<file path="src/rtl/uart_rx.sv">
// UART receiver: 16x oversampled, start/DBIT data (LSB first)/stop framing.
// rx is double-flopped before use; dout, frame_err and rx_done_tick are registered.
module uart_rx #(
  parameter int DBIT    = 8,
  parameter int SB_TICK = 16
) (
  input  logic            clk,
  input  logic            reset,
  input  logic            rx,
  input  logic            s_tick,
  output logic            rx_done_tick,
  output logic [DBIT-1:0] dout,
  output logic            frame_err
);

  localparam int SW = ($clog2(SB_TICK) < 4) ? 4 : $clog2(SB_TICK);
  localparam int NW = ($clog2(DBIT) < 1) ? 1 : $clog2(DBIT);

  typedef enum logic [1:0] {IDLE, START, DATA, STOP} state_t;

  state_t          r_state;
  logic [SW-1:0]   r_s;
  logic [NW-1:0]   r_n;
  logic [DBIT-1:0] r_shreg;
  logic [DBIT-1:0] r_dout;
  logic            r_done;
  logic            r_ferr;
  logic            r_rx_meta;
  logic            r_rx_sync;
  logic            w_rx_s;

  // Two-flop synchronizer; resets to the idle-high line level
  always_ff @(posedge clk) begin
    if (!reset) begin
      r_rx_meta <= 1'b1;
      r_rx_sync <= 1'b1;
    end else begin
      r_rx_meta <= rx;
      r_rx_sync <= r_rx_meta;
    end
  end

  assign w_rx_s = r_rx_sync;

  // Frame FSM with tick/bit counters, shift register and registered outputs
  always_ff @(posedge clk) begin
    if (!reset) begin
      r_state <= IDLE;
      r_s     <= '0;
      r_n     <= '0;
      r_shreg <= '0;
      r_dout  <= '0;
      r_done  <= 1'b0;
      r_ferr  <= 1'b0;
    end else begin
      r_done <= 1'b0;
      case (r_state)
        IDLE: begin
          if (!w_rx_s) begin
            r_state <= START;
            r_s     <= '0;
          end
        end
        START: begin
          if (s_tick) begin
            if (r_s == SW'(7)) begin
              // A start bit that is already high at its midpoint was a glitch
              if (!w_rx_s) begin
                r_state <= DATA;
                r_s     <= '0;
                r_n     <= '0;
              end else begin
                r_state <= IDLE;
              end
            end else begin
              r_s <= r_s + SW'(1);
            end
          end
        end
        DATA: begin
          if (s_tick) begin
            if (r_s == SW'(15)) begin
              r_s     <= '0;
              r_shreg <= {w_rx_s, r_shreg[DBIT-1:1]};
              if (r_n == NW'(DBIT - 1)) begin
                r_state <= STOP;
              end else begin
                r_n <= r_n + NW'(1);
              end
            end else begin
              r_s <= r_s + SW'(1);
            end
          end
        end
        STOP: begin
          if (s_tick) begin
            if (r_s == SW'(SB_TICK - 1)) begin
              r_state <= IDLE;
              r_dout  <= r_shreg;
              r_ferr  <= ~w_rx_s;
              r_done  <= 1'b1;
            end else begin
              r_s <= r_s + SW'(1);
            end
          end
        end
        default: begin
          r_state <= IDLE;
        end
      endcase
    end
  end

  assign rx_done_tick = r_done;
  assign dout         = r_dout;
  assign frame_err    = r_ferr;

endmodule

</file>
<file path="config.mk">
export PLATFORM = sky130hd
export DESIGN_NAME = uart_rx
export DESIGN_NICKNAME = d
export VERILOG_FILES = /design/src/rtl/uart_rx.sv
export SDC_FILE = /design/constraint.sdc
export NUM_CORES = 1
export LEC_CHECK = 0
export ABC_AREA = 1
export CAP_MARGIN = 0
export CELL_PAD_IN_SITES_DETAIL_PLACEMENT = 1
export CELL_PAD_IN_SITES_GLOBAL_PLACEMENT = 2
export CORE_MARGIN = 5
export CORE_UTILIZATION = 34
export CTS_CLUSTER_DIAMETER = 30
export DETAILED_ROUTE_END_ITERATION = 7
export PLACE_DENSITY = 0.86
export SYNTH_ARGS = -nofsm -noshare
export SYNTH_HDL_FRONTEND = slang
export SYNTH_SLANG_ARGS = --single-unit
</file>
<file path="constraint.sdc">
create_clock -name clk -period 2 [get_ports clk]
set_input_delay 0.4 -clock clk [delete_from_list [all_inputs] [get_ports clk]]
set_output_delay 0.4 -clock clk [all_outputs]
set_load 0.03 [all_outputs]
</file>
==> results.md, run 1 <==
- Outcome: finished clean
- Post-synth ARST share: 0
- Syn Nets: 188
- CP Class: reg -> out
- Drt wl/cell: 13.1 microns
- Routability cong.: 0.833
- First DRT Iteration DRCs: 57
- Post-synth cell types: 26
- Flop pwr share: 0.438
- Mapped Area: 1330 sq um
- Initial Utilization: 0.356
- HPWL Detailed: 2440 microns
- CP top delay family: buffers and inverters
- Worst-margin pin slew: 0.319 ns
- Synth Warn #: 0
- WL met1: 1410 microns
- Area grow syn2layout: 21.9%
- CTS Hold Bufs: 0
- Sw Share: 0.244
- First-pass GRT wire length: 5660 microns
- Worst setup SP type: register
- Grt total ovfl: 0
- Static Leak: 0.711 nW
- Post-CTS sizing: 0
- Boundary Pins: 14
- Worst hold path depth: 1
- Crit path time final: 1.70 ns
- Pwr Density: 857 nW/um^2
- Setup Viol. Count Final: 0
- Num Clock Sinks: 29
- Min-Delay Path Class: reg -> reg
- Yosys reg bits: 29
- Fraction of layout instances using a drive strength above 1: 0.150
- Post-route clock period utilization: 0.850
- Highest metal used: met4
- Top_reg_cell synth: dfxtp_1
- Logic pwr share: 0.110
- Post-DRT Antenna Nets: 0
- Post-DR vias/cell: 4.81
- Postcts setup bufs: 0
- Rows: 22
- Int Power: 0.00105 W
- Worst Skew: 0.00378 ns
- Final Worst Setup Slack: 0.301 ns
- Root buffer cell: clkbuf_8
- Port Buf Inserts: 13
- Slew Limit Fails: 0
- Tot GR Track Use: 0.138
- Post-synthesis sequential area ratio: 0.435
- Post-synth EDFFs: 0
- Die area: 5280 sq um
- CP peak stage delay: 0.68 ns
- Post-Synthesis Cells: 181
- Multi-input logic area: 661 sq um
- Worst-case reg-to-reg path depth: 8
- Critical Path RT: 1.60 ns
- Reg area: 581 sq um
- Antenna violations before repair: 0
- Stages on the worst setup path: 1
- Vias in the first global route: 1,275
- CTS tree: yes
- Routed wl met2: 1670 microns
- Setup Total Neg Slack: 0 ns
- Worst path slowest cell: clkdlybuf4s50_1
- Worst-Skew Late Latency: 0.28 ns
- VDD IR max: 0.000466 V
- Largest net degree at the start of global routing: 19
- CP cell instances: clkdlybuf4s50_1
- Slew headroom: 0.786
- DR vias: 1,192
- Buf/Inv on CP: 1
- Most frequent cells in the layout: nor2_1 (41), nand2_1 (30), dfxtp_1 (29)
- Initial DRT Pass Iterations: 3
- Fin nets: 206
- Fillers: 485
- ANT cells: 0
- Final Hold Vio Count: 0
- H-tree lvl count: 2
- Die Width: 72.6 microns
- Crit path max fanout: 2
- Bufs on Longest Clock Path: 2
- Worst-path clk slew: 0.06 ns
- RSZ-0062 raised after global routing: false
- Met3 wire length: 103 microns
- Syn Area/Cell: 7.37 sq um
- Pre-CTS setup slack: 0.167 ns
- Critical path arrival: 1.30 ns
- Total wire length: 3240 microns
- # DRC: 0
- CTS buffer count: 5
- Max_cap viols: 0
- Die height: 72.6 microns
- Max Fclk: 588 MHz
- Most common cell after layout, fill and taps aside: nor2_1
- CP endpoint kind: primary output
- Clk pwr share: 0.452
- Core region area: 3740 sq um
- Net switching power: 0.000340 W
==> Yosys cell counts (3+ instances only) <==
| cell type | number | area share |
|---|---|---|
| nand2_1 | 30 | 0.084 |
| dfxtp_1 | 29 | 0.44 |
| ha_1 | 3 | 0.028 |
| a21oi_1 | 12 | 0.045 |
| nand3_2 | 3 | 0.023 |
| inv_1 | 8 | 0.023 |
| o21ai_1 | 10 | 0.038 |
| nand3_1 | 11 | 0.041 |
| o21ai_0 | 8 | 0.030 |
| nor2_1 | 41 | 0.12 |
| inv_2 | 4 | 0.011 |
| nand2_2 | 4 | 0.019 |
==> flip-flops by register name, indices dropped and copies added (netlist names), named ones only <==
register / flops
r_s: 4
r_state: 1
frame_err: 1
r_n: 3
r_rx_meta: 1
r_shreg: 8
rx_done_tick: 1
dout: 8
r_rx_sync: 1
==> path summary, 6_finish.rpt <==
kind	from	endpoint	slack, ns
worst min-delay path	r_rx_meta$_SDFF_PN1_	r_rx_sync$_SDFF_PN1_	0.41
worst max-delay path	dout[0]$_SDFFE_PN0P_	dout[0]	0.30
worst max register to register	r_s[0]$_SDFFE_PN0P_	register	0.40
worst min register to register	r_rx_meta$_SDFF_PN1_	r_rx_sync$_SDFF_PN1_	0.41
==> cell families after synthesis <==
group | Yosys count | synth area share
and+or+nand+nor | 98 | 0.342
buffers and inverters | 19 | 0.0694
DFF | 29 | 0.435
adders and majority gates | 3 | 0.0281
AOI/OAI and AO/OA | 32 | 0.125
==> power by group through the flow <==
| stage | logic, W | registers (W) | clock network (W) |
|---|---|---|---|
| after detailed placement | 0.000153 | 0.000623 | 0 |
| after global routing | 0.000174 | 0.000612 | 0.000669 |
| after CTS | 0.000156 | 0.000610 | 0.000645 |
| after floorplan | 0.000123 | 0.000615 | 0 |
| after global placement | 0.000145 | 0.000621 | 0 |
| final | 0.000153 | 0.000610 | 0.000630 |
==> metal layers <==
layer	vias up	global-route usage
li1	622	-
met1	553	0.148
met2	11	0.244
met3	6	0.0455
met4	0	0.0615
met5	-	0
==> through the flow <==
stage	instance area, sq um	std cells	util	total power (W)	hold slack (ns)
2_1_floorplan	1330	181	-	0.000738	0.393
3_3_place_gp	1510	240	0.403	0.000766	0.401
3_5_place_dp	1510	240	0.403	0.000776	0.407
4_1_cts	1630	248	0.434	0.00141	0.418
5_1_grt	1630	248	0.434	0.00146	0.425
6_report	1630	248	0.434	0.00139	0.414
==> area by class of cell <==
| type | count | share of cell area |
|---|---|---|
| Clock buffer | 7 | 0.0531 |
| Clock inverter | 1 | 0.0185 |
| Inverter | 14 | 0.0339 |
| Multi-Input combinational cell | 133 | 0.406 |
| Sequential cell | 29 | 0.357 |
| Tap cell | 48 | 0.0370 |
| Timing Repair Buffer | 16 | 0.0939 |
(Power assumes the default switching activity.)
==> run 2, diff against run 1 <==
--- a/config.mk
+++ b/config.mk
@@ -10,10 +10,10 @@
 export CELL_PAD_IN_SITES_DETAIL_PLACEMENT = 1
 export CELL_PAD_IN_SITES_GLOBAL_PLACEMENT = 2
 export CORE_MARGIN = 5
-export CORE_UTILIZATION = 34
+export CORE_UTILIZATION = 31
 export CTS_CLUSTER_DIAMETER = 30
 export DETAILED_ROUTE_END_ITERATION = 7
-export PLACE_DENSITY = 0.86
+export PLACE_DENSITY = 0.8
 export SYNTH_ARGS = -nofsm -noshare
 export SYNTH_HDL_FRONTEND = slang
 export SYNTH_SLANG_ARGS = --single-unit
==> constraint.sdc (replaced) <==
create_clock -name clk -period 1.7 [get_ports clk]
set_input_delay 0.34 -clock clk [delete_from_list [all_inputs] [get_ports clk]]
set_output_delay 0.34 -clock clk [all_outputs]
set_load 0.03 [all_outputs]
==> results.md, run 2 (synthesized netlist as in run 1, its figures left out) <==
- Die height: 75.6 microns (was 72.6 microns)
- Initial Utilization: 0.326 (was 0.356)
- Crit path time final: 1.62 ns
- Fraction of layout instances using a drive strength above 1: 0.145 (was 0.150)
- Most common cell after layout, fill and taps aside: nor2_1 (unchanged)
- Core region area: 4090 sq um (was 3740 sq um)
- Worst-case reg-to-reg path depth: 8 (unchanged)
- Die Width: 75.6 microns (was 72.6 microns)
- Design Area, Final: 1590 sq um (was 1630 sq um)
- Min-Delay Path Class: reg -> reg (unchanged)
- Initial DRT Pass Iterations: 4 (was 3)
- CP cell instances: clkdlybuf4s50_1 (unchanged)
- Pwr Density: 886 nW/um^2 (was 857 nW/um^2)
- # DRC: 0 (unchanged)
- Static Leak: 0.689 nW (was 0.711 nW)
- RSZ-0062 raised after global routing: false (unchanged)
- Outcome: finished clean (unchanged)
- DR vias: 1,205 (was 1,192)
- First-pass GRT wire length: 5490 microns (was 5660 microns)
- Worst hold path depth: 1 (unchanged)
- Die area: 5710 sq um (was 5280 sq um)
- CP endpoint kind: primary output (unchanged)
- H-tree lvl count: 2 (unchanged)
- Post-route clock period utilization: 0.956
- Max Fclk: 615 MHz
- ANT cells: 0 (unchanged)
- Post-place instance area: 1510 sq um (about the same)
- Max_cap viols: 0 (unchanged)
- Postcts setup bufs: 0 (unchanged)
- Tot GR Track Use: 0.125 (was 0.138)
- CP top delay family: buffers and inverters (unchanged)
- Worst hold slack: 0.417 ns (was 0.414 ns)
- Hold Path Sink: r_rx_sync$_SDFF_PN1_ (unchanged)
- Final Hold Vio Count: 0 (unchanged)
- Vias in the first global route: 1,245 (was 1,275)
- Buf/Inv on CP: 1 (unchanged)
- Crit path max fanout: 2 (unchanged)
- VDD IR max: 0.000453 V (was 0.000466 V)
- Port Buf Inserts: 13 (unchanged)
- Num Clock Sinks: 29 (unchanged)
- Worst path slowest cell: clkdlybuf4s50_1 (unchanged)
- Rows: 23 (was 22)
- Grt total ovfl: 0 (unchanged)
- CP Class: reg -> out (unchanged)
- Area grow syn2layout: 19.5% (was 21.9%)
- Bufs on Longest Clock Path: 2 (unchanged)
- First DRT Iteration DRCs: 44 (was 57)
- Worst-path clk slew: 0.06 ns (about the same)
- R2R Setup Slk: 0.14 ns (was 0.40 ns)
- CTS buffer count: 5 (unchanged)
- Slew Limit Fails: 0 (unchanged)
- HPWL Detailed: 2380 microns (was 2440 microns)
- Reg-to-reg startpoint: r_s[0]$_SDFFE_PN0P_ (unchanged)
- Root buffer cell: clkbuf_8 (unchanged)
- Worst-margin pin slew: 0.459 ns (was 0.319 ns)
- Reg area: 581 sq um (unchanged)
- Drt wl/cell: 12.3 microns (was 13.1 microns)
- Antenna violations before repair: 0 (unchanged)
- Setup Viol. Count Final: 0 (unchanged)
- Post-DRT Antenna Nets: 0 (unchanged)
- CP peak stage delay: 0.68 ns (about the same)
- Multi-input logic area: 663 sq um (was 661 sq um)
- Worst setup SP type: register (unchanged)
- Total wire length: 3080 microns (was 3240 microns)
- CTS tree: yes (unchanged)
- Largest net degree at the start of global routing: 21 (was 19)
- Critical Path RT: 1.36 ns (was 1.60 ns)
- HP Start: r_rx_meta$_SDFF_PN1_ (unchanged)
- Most frequent cells in the layout: nor2_1 (41), nand2_1 (30), dfxtp_1 (29) (unchanged)
- Setup Total Neg Slack: 0 ns (unchanged)
- RR Endpoint: r_n[0]$_SDFFE_PN0P_
- Slew headroom: 0.693 (was 0.786)
- Fin nets: 206 (unchanged)
- Post-DR vias/cell: 4.82 (was 4.81)
- CTS Hold Bufs: 0 (unchanged)
- Critical path arrival: 1.28 ns (was 1.30 ns)
- Boundary Pins: 14 (unchanged)
- Post-CTS sizing: 0 (unchanged)
- Worst-Skew Late Latency: 0.27 ns (was 0.28 ns)
- Utilization after layout: 0.390 (was 0.434)
- Worst Skew: 0.00305 ns (was 0.00378 ns)
- Routability cong.: 0.794 (was 0.833)
- Fillers: 524 (was 485)
==> run 2: power breakdown <==
| part | switching, W | internal [W] | leakage (nW) |
|---|---|---|---|
| Clock | 0.000235 | 0.000290 | 0.0395 |
| Combinational | 0.0000978 | 0.0000593 | 0.415 |
| Sequential | 0.0000326 | 0.000698 | 0.234 |
==> run 2: per-stage QoR <==
step | std cells | setup WS [ns] | power (W)
after global routing | 250 | 0.00689 | 0.00149
after global placement | 242 | 0.0655 | 0.000896
after floorplan | 181 | 0.356 | 0.000869
final | 250 | 0.0752 | 0.00141
after CTS | 250 | 0.0536 | 0.00143
after detailed placement | 242 | -0.0173 | 0.000904
==> run 2: per-layer routing <==
layer / share of wire / vias up / wire [microns] / GRT usage
met4: 0.017 / 0 / 51 / 0.0524
met3: 0.035 / 5 / 108 / 0.0343
met5: 0 / - / 0 / 0
li1: - / 620 / - / -
met2: 0.48 / 18 / 1470 / 0.213
met1: 0.47 / 562 / 1450 / 0.147
==> run 2: worst reg2reg max path, cell delays in order, from the launching register on <==
cell	delay [ns]
dfxtp_1	0.40
ha_2	0.26
nand3_2	0.12
nor2_2	0.18
inv_1	0.09
o21ai_2	0.13
nand3_1	0.12
nand2_1	0.09
nor2_1	0.06
==> run 2: area by class of cell <==
cell class | count | area share
inverter | 14 | 0.0345
timing repair buffer | 16 | 0.0958
clock buffer | 8 | 0.0502
sequential | 29 | 0.364
multi-input combinational | 133 | 0.416
tap | 50 | 0.0392
==> run 2: worst max path at each step <==
stage / startpoint / endpoint / depth (start not counted)
2_1_floorplan: r_s[0]$_SDFFE_PN0P_ / register / 8
3_3_place_gp: s_tick / register / 8
3_5_place_dp: s_tick / r_n[0]$_SDFFE_PN0P_ / 8
4_1_cts: dout[6]$_SDFFE_PN0P_ / dout[6] / 1
5_1_grt: r_s[0]$_SDFFE_PN0P_ / r_n[0]$_SDFFE_PN0P_ / 8
6_report: dout[6]$_SDFFE_PN0P_ / dout[6] / 1
